`config.mk`:
```
export PLATFORM = sky130hd
export DESIGN_NAME = spi_mem_ctrl_rw_flat
export DESIGN_NICKNAME = d
export VERILOG_FILES = /design/src/rtl/spi_mem_ctrl_rw_pkg.sv /design/src/rtl/spi_mem_ctrl_rw_if.sv /design/src/rtl/spi_mem_ctrl_rw_bit_engine.sv /design/src/rtl/spi_mem_ctrl_rw.sv /design/src/flat_wrapper.sv
export SDC_FILE = /design/constraint.sdc
export NUM_CORES = 1
export LEC_CHECK = 0
export ABC_AREA = 1
export ABC_CLOCK_PERIOD_IN_PS = 3180
export BUFFER_PORTS_ARGS = -buffer_cell sky130_fd_sc_hd__buf_4
export CAP_MARGIN = 20
export CORE_MARGIN = 10
export CORE_UTILIZATION = 25
export CTS_BUF_LIST = sky130_fd_sc_hd__clkbuf_4 sky130_fd_sc_hd__clkbuf_8
export DETAILED_ROUTE_END_ITERATION = 10
export PLACE_DENSITY_LB_ADDON = 0.2
export SLEW_MARGIN = 10
export SYNTH_ARGS = -nofsm -noshare
export SYNTH_HDL_FRONTEND = slang
export SYNTH_SLANG_ARGS = --single-unit
```
`constraint.sdc`:
```
create_clock -name clk_i -period 3.18 [get_ports clk_i]
set_input_delay 0.318 -clock clk_i [delete_from_list [all_inputs] [get_ports clk_i]]
set_output_delay 0.318 -clock clk_i [all_outputs]
set_load 0.005 [all_outputs]
```
`src/rtl/spi_mem_ctrl_rw_pkg.sv`:
```
// Shared definitions for the SPI serial-SRAM controller.
//   SPI_CMD_READ / SPI_CMD_WRITE : 23LC1024-style opcodes
//   NB_W                         : width of the byte-count field
//   CNT_W                        : width of the frame bit counter (up to 8+32+32 bits)
//   state_e                      : controller sequencing states
package spi_mem_ctrl_rw_pkg;
   localparam logic [7:0] SPI_CMD_READ  = 8'h03;
   localparam logic [7:0] SPI_CMD_WRITE = 8'h02;
   localparam int         NB_W          = 3;
   localparam int         CNT_W         = 7;

   typedef enum logic [2:0] {
      S_IDLE,
      S_CMD,
      S_ADDR,
      S_DATA,
      S_DONE
   } state_e;
endpackage

```
`src/rtl/spi_mem_ctrl_rw_if.sv`:
```
// Request/response bundle between the core sequencer and the SPI controller.
//   start, is_write, num_bytes, addr, wdata, sign_ext : request (master drives)
//   rdata, busy, done, err                            : response (slave drives)
interface spi_mem_ctrl_rw_if #(
   parameter int ADDR_W    = 24,
   parameter int MAX_BYTES = 4
);
   import spi_mem_ctrl_rw_pkg::*;

   logic                   start;
   logic                   is_write;
   logic [NB_W-1:0]        num_bytes;
   logic [ADDR_W-1:0]      addr;
   logic [8*MAX_BYTES-1:0] wdata;
   logic                   sign_ext;
   logic [31:0]            rdata;
   logic                   busy;
   logic                   done;
   logic                   err;

   modport master (
      output start, is_write, num_bytes, addr, wdata, sign_ext,
      input  rdata, busy, done, err
   );

   modport slave (
      input  start, is_write, num_bytes, addr, wdata, sign_ext,
      output rdata, busy, done, err
   );
endinterface

```
`src/rtl/spi_mem_ctrl_rw_bit_engine.sv`:
```
// SPI mode-0 bit engine: shifts out a preloaded MSB-aligned frame of nbits_i
// bits, CLK_DIV clk cycles per sclk phase.
//   clk_i, rst_i : clock, synchronous active-high reset
//   load_i       : start a frame (frame_i, nbits_i captured)
//   left_o       : bits remaining, counting the bit currently on the wire
//   rise_o       : this edge raises sclk (miso sample point)
//   fall_o       : this edge ends a high phase (next bit, or frame end)
//   sclk_o, mosi_o, cs_n_o : SPI pins
module spi_mem_ctrl_rw_bit_engine
   import spi_mem_ctrl_rw_pkg::*;
#(
   parameter int FW      = 64,
   parameter int CLK_DIV = 1
) (
   input  logic             clk_i,
   input  logic             rst_i,
   input  logic             load_i,
   input  logic [FW-1:0]    frame_i,
   input  logic [CNT_W-1:0] nbits_i,
   output logic [CNT_W-1:0] left_o,
   output logic             rise_o,
   output logic             fall_o,
   output logic             sclk_o,
   output logic             mosi_o,
   output logic             cs_n_o
);
   localparam int DIV_W = (CLK_DIV > 1) ? $clog2(CLK_DIV) : 1;

   logic [DIV_W-1:0] div_q, div_d;
   logic             ph_q, ph_d;     // 0 = low phase, 1 = high phase
   logic             act_q, act_d;   // frame in progress, drives cs_n
   logic [CNT_W-1:0] cnt_q, cnt_d;
   logic [FW-1:0]    sh_q, sh_d;
   logic             tick;

   assign tick   = act_q && (div_q == DIV_W'(CLK_DIV - 1));
   assign rise_o = tick & ~ph_q;
   assign fall_o = tick & ph_q;
   assign left_o = cnt_q;
   assign sclk_o = act_q & ph_q;
   assign mosi_o = act_q & sh_q[FW-1];
   assign cs_n_o = ~act_q;

   always_comb begin
      div_d = div_q;
      ph_d  = ph_q;
      act_d = act_q;
      cnt_d = cnt_q;
      sh_d  = sh_q;
      if (load_i) begin
         act_d = 1'b1;
         ph_d  = 1'b0;
         div_d = '0;
         cnt_d = nbits_i;
         sh_d  = frame_i;
      end else if (act_q) begin
         if (tick) begin
            div_d = '0;
            ph_d  = ~ph_q;
            // mosi only moves on the falling edge that opens the next bit
            if (ph_q) begin
               cnt_d = cnt_q - CNT_W'(1);
               sh_d  = sh_q << 1;
               if (cnt_q == CNT_W'(1)) act_d = 1'b0;
            end
         end else begin
            div_d = div_q + DIV_W'(1);
         end
      end
   end

   always_ff @(posedge clk_i) begin
      if (rst_i) begin
         div_q <= '0;
         ph_q  <= 1'b0;
         act_q <= 1'b0;
         cnt_q <= '0;
         sh_q  <= '0;
      end else begin
         div_q <= div_d;
         ph_q  <= ph_d;
         act_q <= act_d;
         cnt_q <= cnt_d;
         sh_q  <= sh_d;
      end
   end
endmodule

```
`src/rtl/spi_mem_ctrl_rw.sv`:
```
// SPI serial-SRAM controller (READ 0x03 / WRITE 0x02), 1..MAX_BYTES bytes,
// little-endian, optional sign extension of read data.
//   clk_i, rst_i : clock, synchronous active-high reset
//   bus          : request/response bundle (slave side)
//   sclk_o, mosi_o, cs_n_o, miso_i : SPI pins (mode 0)
module spi_mem_ctrl_rw
   import spi_mem_ctrl_rw_pkg::*;
#(
   parameter int ADDR_W    = 24,
   parameter int MAX_BYTES = 4,
   parameter int CLK_DIV   = 1
) (
   input  logic              clk_i,
   input  logic              rst_i,
   spi_mem_ctrl_rw_if.slave  bus,
   output logic              sclk_o,
   output logic              mosi_o,
   output logic              cs_n_o,
   input  logic              miso_i
);
   localparam int DW = 8 * MAX_BYTES;
   localparam int FW = 8 + ADDR_W + DW;

   state_e           state_q, state_d;
   logic             wr_q, sx_q;
   logic [NB_W-1:0]  nb_q;
   logic [DW-1:0]    rx_q;
   logic [31:0]      rdata_q, rdata_d, rd_asm;
   logic             done_q, err_q;
   logic             req_ok, accept, reject;
   logic [DW-1:0]    wser;
   logic [FW-1:0]    frame;
   logic [CNT_W-1:0] nbits, data_bits, left;
   logic             rise, fall;

   assign req_ok    = (bus.num_bytes != '0) && (bus.num_bytes <= NB_W'(MAX_BYTES));
   assign accept    = (state_q == S_IDLE) && bus.start && req_ok;
   assign reject    = (state_q == S_IDLE) && bus.start && !req_ok;
   assign nbits     = CNT_W'(8 + ADDR_W) + (CNT_W'(bus.num_bytes) << 3);
   assign data_bits = CNT_W'(nb_q) << 3;

   // Byte 0 leads on the wire, so it goes to the top of the shift frame.
   always_comb begin
      wser = '0;
      for (int k = 0; k < MAX_BYTES; k++) wser[DW-1-8*k -: 8] = bus.wdata[8*k +: 8];
      frame = {(bus.is_write ? SPI_CMD_WRITE : SPI_CMD_READ), bus.addr, wser};
   end

   spi_mem_ctrl_rw_bit_engine #(.FW(FW), .CLK_DIV(CLK_DIV)) u_eng (
      .clk_i   (clk_i),
      .rst_i   (rst_i),
      .load_i  (accept),
      .frame_i (frame),
      .nbits_i (nbits),
      .left_o  (left),
      .rise_o  (rise),
      .fall_o  (fall),
      .sclk_o  (sclk_o),
      .mosi_o  (mosi_o),
      .cs_n_o  (cs_n_o)
   );

   // Phase boundaries fall out of the engine's remaining-bit count.
   always_comb begin
      state_d = state_q;
      case (state_q)
         S_IDLE: if (accept) state_d = S_CMD;
         S_CMD:  if (fall && left == CNT_W'(ADDR_W) + data_bits + CNT_W'(1)) state_d = S_ADDR;
         S_ADDR: if (fall && left == data_bits + CNT_W'(1)) state_d = S_DATA;
         S_DATA: if (fall && left == CNT_W'(1)) state_d = S_DONE;
         S_DONE: state_d = S_IDLE;
         default: state_d = S_IDLE;
      endcase
   end

   // rx_q holds the first received byte highest; flip into little-endian rdata.
   always_comb begin
      rd_asm = '0;
      for (int k = 0; k < 4; k++) begin
         if (k < int'(nb_q)) rd_asm[8*k +: 8] = rx_q[8*(int'(nb_q)-1-k) +: 8];
         else                rd_asm[8*k +: 8] = {8{sx_q & rx_q[7]}};
      end
      rdata_d = rdata_q;
      if (state_q == S_DATA && state_d == S_DONE && !wr_q) rdata_d = rd_asm;
   end

   always_ff @(posedge clk_i) begin
      if (rst_i) begin
         state_q <= S_IDLE;
         wr_q    <= 1'b0;
         sx_q    <= 1'b0;
         nb_q    <= '0;
         rx_q    <= '0;
         rdata_q <= '0;
         done_q  <= 1'b0;
         err_q   <= 1'b0;
      end else begin
         state_q <= state_d;
         rdata_q <= rdata_d;
         done_q  <= (state_q == S_DATA && state_d == S_DONE) | reject;
         err_q   <= reject;
         if (accept) begin
            wr_q <= bus.is_write;
            sx_q <= bus.sign_ext;
            nb_q <= bus.num_bytes;
            rx_q <= '0;
         end else if (rise && state_q == S_DATA) begin
            rx_q <= {rx_q[DW-2:0], miso_i};
         end
      end
   end

   assign bus.rdata = rdata_q;
   assign bus.busy  = (state_q != S_IDLE);
   assign bus.done  = done_q;
   assign bus.err   = err_q;
endmodule

```
`src/flat_wrapper.sv`:
```
// flat-port wrapper written by rule: the top's interface ports become plain ports
module spi_mem_ctrl_rw_flat import spi_mem_ctrl_rw_pkg::*;
#(
   parameter int ADDR_W    = 24,
   parameter int MAX_BYTES = 4,
   parameter int CLK_DIV   = 1
)
  (clk_i, rst_i, sclk_o, mosi_o, cs_n_o, miso_i, bus_start, bus_is_write, bus_num_bytes, bus_addr, bus_wdata, bus_sign_ext, bus_rdata, bus_busy, bus_done, bus_err);
  spi_mem_ctrl_rw_if #(.ADDR_W(ADDR_W), .MAX_BYTES(MAX_BYTES)) bus_i ();
  input  logic clk_i;
  input  logic rst_i;
  output logic sclk_o;
  output logic mosi_o;
  output logic cs_n_o;
  input  logic miso_i;
  input wire logic [$bits(bus_i.start)-1:0] bus_start;
  input wire logic [$bits(bus_i.is_write)-1:0] bus_is_write;
  input wire logic [$bits(bus_i.num_bytes)-1:0] bus_num_bytes;
  input wire logic [$bits(bus_i.addr)-1:0] bus_addr;
  input wire logic [$bits(bus_i.wdata)-1:0] bus_wdata;
  input wire logic [$bits(bus_i.sign_ext)-1:0] bus_sign_ext;
  output wire logic [$bits(bus_i.rdata)-1:0] bus_rdata;
  output wire logic [$bits(bus_i.busy)-1:0] bus_busy;
  output wire logic [$bits(bus_i.done)-1:0] bus_done;
  output wire logic [$bits(bus_i.err)-1:0] bus_err;
  assign bus_i.start = bus_start;
  assign bus_i.is_write = bus_is_write;
  assign bus_i.num_bytes = bus_num_bytes;
  assign bus_i.addr = bus_addr;
  assign bus_i.wdata = bus_wdata;
  assign bus_i.sign_ext = bus_sign_ext;
  assign bus_rdata = bus_i.rdata;
  assign bus_busy = bus_i.busy;
  assign bus_done = bus_i.done;
  assign bus_err = bus_i.err;
  spi_mem_ctrl_rw #(.ADDR_W(ADDR_W), .MAX_BYTES(MAX_BYTES), .CLK_DIV(CLK_DIV)) u_core (.clk_i(clk_i), .rst_i(rst_i), .bus(bus_i), .sclk_o(sclk_o), .mosi_o(mosi_o), .cs_n_o(cs_n_o), .miso_i(miso_i));
endmodule
```
==> insert_results.sql, run 1 <==
INSERT INTO impl_metrics (metric_group, metric, value, unit) VALUES
('status', 'run_status', 'finished clean', ''),
('synth', 'syn_area', '0.00749', 'sq mm'),
('power', 'net-switching-power', '1250', 'uW'),
('clock_tree', 'clock_latency', '470', 'ps'),
('synth', 'synthSimpleGateAreaFrac', '29.9', '%'),
('timing', 'setup_tns_final', '0', 'ps'),
('power', 'power.share.sequential', '47.9', '%'),
('critical_path', 'setup.worst_path.start_class', 'flip-flop', ''),
('critical_path', 'crit_chain', 'inv_1 -> ha_1 -> ha_1 -> ha_1 -> nor3_1 -> o21ai_0 -> nand2_1 -> nor2_1 -> nor2_1', ''),
('die', 'std_cell_rows', '63', ''),
('drt', 'drt_first_iter_violations', '356', ''),
('clock_tree', 'post_cts_clock_slew_at_the_launch_and_capture_registers_of_the_worst_setup_and_hold_paths', '90', 'ps'),
('min_path', 'min-delay-path-class', 'input pin to flip-flop', ''),
('power', 'cell_internal_pwr', '2800', 'uW'),
('clock_tree', 'tritoncts.num_buffers', '17', ''),
('placement', 'portBuffers', '102', ''),
('cells_and_area', 'nets', '1277', ''),
('synth', 'synth_cell_type_count', '43', ''),
('global_routing', 'largest_net_degree_at_the_start_of_global_routing', '65', ''),
('timing', 'layout_min_cycle_time', '2740', 'ps'),
('critical_path', 'end_kind', 'flip-flop', ''),
('cells_and_area', 'layout_stage_area_growth_over_the_synthesis_result', '19.3', '%'),
('cells_and_area', 'n_fill_cell', '3401', ''),
('power', 'peakVddDrop', '0.239', 'mV'),
('synth', 'post_synthesis_net_count', '1204', ''),
('cells_and_area', 'multiInputGateArea', '0.00370', 'sq mm'),
('power', 'p_per_area', '454', 'mW/mm^2'),
('critical_path', 'r2r_slack', '440', 'ps'),
('drt', 'post_drt_via_cell_ratio', '4.38', ''),
('power', 'power.switching_fraction', '30.9', '%'),
('power', 'clkPwrFrac', '38.2', '%'),
('placement', 'place_congestion', '0.850', ''),
('clock_tree', 'cts_buffer_depth', '2', ''),
('cells_and_area', 'final_util', '30.2', '%'),
('power', 'power.static_leakage', '0.00392', 'uW'),
('cells_and_area', 'insertedDiodeCount', '0', ''),
('critical_path', 'path_buf_inv', '1', ''),
('synth', 'synth_enable_flop_cells', '0', ''),
('synth', 'per_instance_average_area_after_synthesis', '6.63', 'sq um'),
('power', 'share_comb_of_total_power', '13.9', '%'),
('timing', 'finalClockSkew', '27.1', 'ps'),
('synth', 'postSynth.topFlopCell', 'sky130_fd_sc_hd__dfxtp_1', ''),
('drt', 'routed-via-count', '7029', ''),
('die', 'num_io_pins', '103', ''),
('drt', 'postRouteWirelength', '22.0', 'mm'),
('synth', 'synth_compound_area_share', '16.3', '%'),
('timing', 'fmax', '365', 'MHz'),
('synth', 'post_synth_inst_count', '1130', ''),
('synth', 'synthXorXnorAreaFrac', '1.54', '%'),
('cells_and_area', 'instances_no_fill', '1606', ''),
('timing', 'grt_setup_unrepaired', 'no', ''),
('clock_tree', 'ctsHoldBuffers', '0', ''),
('timing', 'slew_headroom', '45.8', '%'),
('critical_path', 'slowest_cell_on_crit_path', 'sky130_fd_sc_hd__nor3_1', ''),
('critical_path', 'worst-endpoint-arrival', '3130', 'ps'),
('drt', 'detail-route-antenna-nets', '0', ''),
('clock_tree', 'cts_root_buffer', 'sky130_fd_sc_hd__clkbuf_8', ''),
('clock_tree', 'cts_resized', '0', ''),
('cells_and_area', 'post_route_cells_drive_above_1_share', '14.2', '%'),
('critical_path', 'crit_top_cell', 'sky130_fd_sc_hd__ha_1', ''),
('critical_path', 'path_class', 'flip-flop to flip-flop', ''),
('critical_path', 'slowest_delay', '630', 'ps'),
('synth', 'largest_family_of_logic_cells_by_synthesized_area', 'simple AND/OR/NAND/NOR gates', ''),
('drt', 'detail_route.first_pass.iterations', '5', ''),
('synth', 'muxShareOfSynthArea', '0', '%'),
('flow_run', 'drv.max_cap_violation_count', '0', ''),
('timing', 'post-route-period-util', '86.2', '%'),
('drt', 'routedWlPerCell', '13.7', 'microns'),
('synth', 'async_flop_share', '0', '%'),
('critical_path', 'crit_fanout', '8', ''),
('timing', 'report.final.hold_viol_count', '0', '');
[area by class of cell]
class / count / area share, %
clock buffers: 18 / 2.77
clock inverters: 14 / 1.75
inverters: 133 / 5.62
multi-input cells: 785 / 41.4
flip-flops and latches: 148 / 33.1
well taps: 390 / 5.46
repair buffers: 118 / 9.90
[cells in the mapped netlist (4+ instances only)]
| library cell | instances | area (sq um) |
|---|---|---|
| sky130_fd_sc_hd__o21ai_0 | 84 | 420 |
| sky130_fd_sc_hd__buf_2 | 20 | 100 |
| sky130_fd_sc_hd__buf_1 | 5 | 18.8 |
| sky130_fd_sc_hd__nor3_1 | 8 | 40.0 |
| sky130_fd_sc_hd__dfxtp_1 | 148 | 2960 |
| sky130_fd_sc_hd__o211ai_1 | 17 | 128 |
| sky130_fd_sc_hd__buf_4 | 7 | 52.6 |
| sky130_fd_sc_hd__a21oi_1 | 62 | 310 |
| sky130_fd_sc_hd__nand3_1 | 56 | 280 |
| sky130_fd_sc_hd__xnor2_1 | 7 | 61.3 |
| sky130_fd_sc_hd__a211oi_1 | 18 | 135 |
| sky130_fd_sc_hd__o22ai_1 | 4 | 25.0 |
| sky130_fd_sc_hd__nand2_1 | 279 | 1050 |
| sky130_fd_sc_hd__nor2_1 | 191 | 717 |
| sky130_fd_sc_hd__clkbuf_1 | 26 | 97.6 |
| sky130_fd_sc_hd__ha_1 | 9 | 113 |
| sky130_fd_sc_hd__a21boi_0 | 7 | 52.6 |
| sky130_fd_sc_hd__buf_6 | 6 | 67.6 |
| sky130_fd_sc_hd__inv_1 | 126 | 473 |
| sky130_fd_sc_hd__o21ai_1 | 15 | 75.1 |
[power by group through the flow]
stage          sequential [uW]  combinational [uW]  clock (uW)
2_1_floorplan             1980                 395           0
3_3_place_gp              1990                 570           0
3_5_place_dp              1990                 571           0
4_1_cts                   1940                 572        1610
5_1_grt                   1950                 643        1680
6_report                  1940                 564        1550
[worst register-to-register path: stages (launching register included)]
cell and delay (ps):
sky130_fd_sc_hd__dfxtp_1 440, sky130_fd_sc_hd__inv_1 130, sky130_fd_sc_hd__ha_1 240, sky130_fd_sc_hd__ha_1 440, sky130_fd_sc_hd__ha_1 280, sky130_fd_sc_hd__nor3_1 630
sky130_fd_sc_hd__o21ai_0 260, sky130_fd_sc_hd__nand2_1 110, sky130_fd_sc_hd__nor2_1 40, sky130_fd_sc_hd__nor2_1 100
[registers in the layout (all words and copies together) (netlist names)]
name,cells
u_core.u_eng.sh_q,64
u_core.bus.rdata,32
u_core.rx_q,32
u_core.u_eng.left_o,7
u_core.nb_q,3
u_core.state_q,3
u_core.bus.done,1
u_core.bus.err,1
u_core.sx_q,1
u_core.u_eng.act_q,1
u_core.u_eng.div_q,1
u_core.u_eng.ph_q,1
u_core.wr_q,1
[worst paths after layout]
| check | startpoint | endpoint | cells past startpoint |
|---|---|---|---|
| min | bus_sign_ext | u_core.sx_q | 3 |
| max | u_core.nb_q[1] | u_core.bus.rdata[17] | 9 |
| min reg2reg | u_core.u_eng.sh_q[57] | u_core.u_eng.sh_q[58] | 2 |
| max reg2reg | u_core.nb_q[1] | u_core.bus.rdata[17] | 9 |
[stage by stage]
stage                     setup WS, ps  hold slack [ps]  area (sq um)
after floorplan                    442              436          7490
after global placement             658              447          8540
after detailed placement           544              453          8540
after CTS                          505             88.7          8940
after global routing               114             97.0          8940
final                              439              115          8940
[cell families (layout without fill, tap and decap cells)]
group / Yosys count / count (layout)
compound gates: 215 / 215
xor+xnor: 11 / 11
fa+ha+maj: 9 / 9
buf+inv: 197 / 283
flops: 148 / 148
simple gates: 550 / 550
[metal layers]
layer | vias up | part of all wire [%] | GRT usage (%)
met3 | 20 | 5.7 | 3.15
met2 | 160 | 44 | 18.2
met4 | 0 | 1.4 | 3.31
li1 | 3718 | - | -
met1 | 3131 | 48 | 15.8
met5 | - | 0 | 0
Note: power is estimated with default switching activity, not from simulation.
==> run 2, diff against run 1 <==
--- a/config.mk
+++ b/config.mk
@@ -5,7 +5,6 @@
 export SDC_FILE = /design/constraint.sdc
 export NUM_CORES = 1
 export LEC_CHECK = 0
-export ABC_AREA = 1
 export ABC_CLOCK_PERIOD_IN_PS = 3180
 export BUFFER_PORTS_ARGS = -buffer_cell sky130_fd_sc_hd__buf_4
 export CAP_MARGIN = 20
@@ -14,7 +13,8 @@
 export CTS_BUF_LIST = sky130_fd_sc_hd__clkbuf_4 sky130_fd_sc_hd__clkbuf_8
 export DETAILED_ROUTE_END_ITERATION = 10
 export PLACE_DENSITY_LB_ADDON = 0.2
-export SLEW_MARGIN = 10
+export RECOVER_POWER = 25
+export SLEW_MARGIN = 5
 export SYNTH_ARGS = -nofsm -noshare
 export SYNTH_HDL_FRONTEND = slang
 export SYNTH_SLANG_ARGS = --single-unit
==> run 2 against run 1 <==
Effect of this change: clock skew decreased by 11 ps; register-to-register slack better by 150 ps; clock power about the same; synthesized cell count decreased by 23%; area after synthesis shrank 5.0%; first-iteration DRC count grew 10%; wire length shrank 5.2%; count of clock-buffer cells in the layout did not move; worst setup slack improved by 150 ps; final cell count is 18% lower; final area down 4.9%; critical path type unchanged; largest cell class unchanged; highest routed layer unchanged.
==> insert_results.sql, run 2 <==
INSERT INTO impl_metrics (metric_group, metric, value, unit) VALUES
('synth', 'synth_cell_type_count', '54', ''),
('cells_and_area', 'post_route_cells_drive_above_1_share', '18.2', '%'),
('timing', 'fmax', '386', 'MHz'),
('global_routing', 'number_of_antenna_violations_at_the_first_check_in_global_routing', '0', ''),
('min_path', 'min-delay-path-class', 'input pin to flip-flop', ''),
('flow_run', 'drv.max_cap_violation_count', '0', ''),
('placement', 'dpl.hpwl', '14.1', 'mm'),
('global_routing', 'grt_pass1_wl', '33.6', 'mm'),
('critical_path', 'crit_fanout', '13', ''),
('critical_path', 'path_buf_inv', '2', ''),
('clock_tree', 'post_cts_clock_slew_at_the_launch_and_capture_registers_of_the_worst_setup_and_hold_paths', '90', 'ps'),
('die', 'num_io_pins', '103', ''),
('synth', 'syn_area', '0.00712', 'sq mm'),
('synth', 'synth_enable_flop_cells', '0', ''),
('timing', 'timing.final.setup_violations', '0', ''),
('synth', 'synth-warning-count', '0', ''),
('clock_tree', 'cts_root_buffer', 'sky130_fd_sc_hd__clkbuf_8', ''),
('drt', 'route.detailed.drc', '0', ''),
('clock_tree', 'ctsHoldBuffers', '0', ''),
('clock_tree', 'cts_resized', '0', ''),
('critical_path', 'path_class', 'flip-flop to flip-flop', ''),
('drt', 'post_drt_via_cell_ratio', '4.83', ''),
('timing', 'slew_headroom', '28.1', '%'),
('synth', 'synthDominantCellAreaShare', '41.6', '%'),
('power', 'power.static_leakage', '0.00284', 'uW'),
('die', 'die-width', '189', 'microns'),
('clock_tree', 'post_cts_buffers', '0', ''),
('synth', 'async_flop_share', '0', '%'),
('die', 'initial_core_util', '25.5', '%'),
('status', 'run_status', 'finished clean', ''),
('timing', 'layout_min_cycle_time', '2590', 'ps'),
('clock_tree', 'clock_latency', '460', 'ps'),
('timing', 'final-max-slew-violation-count', '0', ''),
('synth', 'synth-seq-area-share', '41.6', '%'),
('drt', 'routedWlPerCell', '15.8', 'microns'),
('drt', 'routed-via-count', '6379', ''),
('cells_and_area', 'largest_register_ff_count', '64', ''),
('timing', 'report.final.hold_viol_count', '0', ''),
('critical_path', 'crit_chain', 'inv_2 -> ha_2 -> ha_1 -> buf_4 -> ha_1 -> nand4b_1 -> a21oi_1 -> a31oi_1 -> a211oi_1', ''),
('timing', 'setup_tns_final', '0', 'ps'),
('clock_tree', 'tritoncts', 'done', ''),
('global_routing', 'grt_overflow_total', '0', ''),
('synth', 'synth.area.top_cells', 'sky130_fd_sc_hd__dfxtp_1, sky130_fd_sc_hd__nand2_1, sky130_fd_sc_hd__a311oi_1, sky130_fd_sc_hd__mux4_2, sky130_fd_sc_hd__nor2_1', ''),
('synth', 'synth.top_cells.by_count', 'sky130_fd_sc_hd__nand2_1, sky130_fd_sc_hd__dfxtp_1, sky130_fd_sc_hd__nor2_1, sky130_fd_sc_hd__a21oi_1, sky130_fd_sc_hd__a311oi_1', ''),
('timing', 'worstMarginPinSlew', '1080', 'ps'),
('clock_tree', 'tritoncts.num_buffers', '17', ''),
('cells_and_area', 'instances_no_fill', '1322', ''),
('global_routing', 'track_usage', '11.3', '%'),
('critical_path', 'cp_top_family', 'compound AO/OA/AOI/OAI gates', ''),
('drt', 'detail-route-antenna-nets', '0', ''),
('synth', 'yosys.cell_count.top_type', 'sky130_fd_sc_hd__nand2_1', ''),
('cells_and_area', 'insertedDiodeCount', '0', ''),
('timing', 'grt_setup_unrepaired', 'no', ''),
('drt', 'detail_route.first_pass.iterations', '5', ''),
('synth', 'per_instance_average_area_after_synthesis', '8.20', 'sq um'),
('critical_path', 'crit_top_cell', 'sky130_fd_sc_hd__ha_1', ''),
('synth', 'postSynth.topFlopCell', 'sky130_fd_sc_hd__dfxtp_1', ''),
('placement', 'post-place-ws', '661', 'ps'),
('cells_and_area', 'layout.cells.most_common_list', 'sky130_fd_sc_hd__nand2_1, sky130_fd_sc_hd__dfxtp_1, sky130_fd_sc_hd__nor2_1', ''),
('critical_path', 'worst-endpoint-arrival', '2960', 'ps'),
('drt', 'postRouteWirelength', '20.8', 'mm'),
('synth', 'ys_seq_elements', '148', ''),
('critical_path', 'setup.worst_path.start_class', 'flip-flop', ''),
('clock_tree', 'cts_buffer_depth', '2', ''),
('critical_path', 'slowest_cell_on_crit_path', 'sky130_fd_sc_hd__a21oi_1', ''),
('global_routing', 'largest_net_degree_at_the_start_of_global_routing', '71', ''),
('placement', 'place_congestion', '0.754', ''),
('cells_and_area', 'largest_register', 'u_core.u_eng.sh_q', ''),
('placement', 'placed_cells', '1290', ''),
('cells_and_area', 'layout_stage_area_growth_over_the_synthesis_result', '19.5', '%'),
('die', 'core_area', '0.0279', 'sq mm'),
('cells_and_area', 'nets', '1005', ''),
('synth', 'synthDominantAreaCellType', 'sky130_fd_sc_hd__dfxtp_1', ''),
('synth', 'post_synth_inst_count', '868', ''),
('cells_and_area', 'mostFrequentLayoutCell', 'sky130_fd_sc_hd__nand2_1', ''),
('die', 'fp.dieArea', '0.0356', 'sq mm'),
('critical_path', 'slowest_delay', '610', 'ps'),
('synth', 'post_synthesis_net_count', '942', ''),
('timing', 'setup_ws', '588', 'ps'),
('global_routing', 'vias_in_the_first_global_route', '6131', ''),
('power', 'peakVddDrop', '0.248', 'mV'),
('drt', 'drt_first_iter_violations', '393', ''),
('timing', 'post-route-period-util', '81.5', '%'),
('critical_path', 'end_kind', 'flip-flop', ''),
('timing', 'finalClockSkew', '15.9', 'ps'),
('critical_path', 'crit_required', '3550', 'ps'),
('die', 'std_cell_rows', '61', ''),
('die', 'die-height', '189', 'microns'),
('power', 'p_per_area', '472', 'mW/mm^2'),
('placement', 'portBuffers', '102', ''),
('clock_tree', 'clock_sink_count', '148', ''),
('clock_tree', 'cts.htree.levels', '4', '');
[run 2: metal layers]
| layer | wire (microns) | global-route usage [%] | vias up |
|---|---|---|---|
| met5 | 0 | 0 | - |
| li1 | - | - | 3195 |
| met4 | 237 | 3.08 | 0 |
| met2 | 9440 | 17.6 | 135 |
| met3 | 1030 | 3.16 | 20 |
| met1 | 10100 | 15.1 | 3029 |
[run 2: worst paths after layout]
| check | startpoint | endpoint | slack, ps | cells after the start |
|---|---|---|---|---|
| min | bus_is_write | u_core.u_eng.sh_q[56] | 40 | 2 |
| min reg2reg | u_core.u_eng.sh_q[58] | u_core.u_eng.sh_q[59] | 460 | 2 |
| max | u_core.nb_q[0] | u_core.bus.rdata[30] | 590 | 9 |
| max reg2reg | u_core.nb_q[0] | u_core.bus.rdata[30] | 590 | 9 |
[run 2: kinds of logic (layout without fill, tap and decap cells)]
group	count (synthesis)	count (layout)	synth area share, %
fa+ha+maj	9	9	1.58
buf+inv	85	161	5.57
compound gates	208	208	19.9
mux	25	25	7.23
flops	148	148	41.6
simple gates	382	382	22.7
xor+xnor	11	11	1.35
[run 2: where the power goes]
part | switching (uW) | internal (uW)
sequential | 49.4 | 1930
combinational | 269 | 196
clock | 825 | 743
[run 2: cell type report]
type / instances / area [sq um]
timing repair buffer: 121 / 867
multi-input combinational: 635 / 3760
fill: 3052 / 19400
clock inverter: 14 / 166
inverter: 8 / 30.0
clock buffer: 18 / 248
sequential: 148 / 2960
tap: 378 / 473
[run 2: per-stage QoR]
stage          power, uW  cell area, sq um  util (%)  hold WS (ps)
2_1_floorplan       2340              7120         -           406
3_3_place_gp        2500              8150      29.2           439
3_5_place_dp        2500              8150      29.2           445
4_1_cts             4080              8570      30.7          3.90
5_1_grt             4220              8510      30.5          22.9
6_report            4020              8510      30.5          39.0
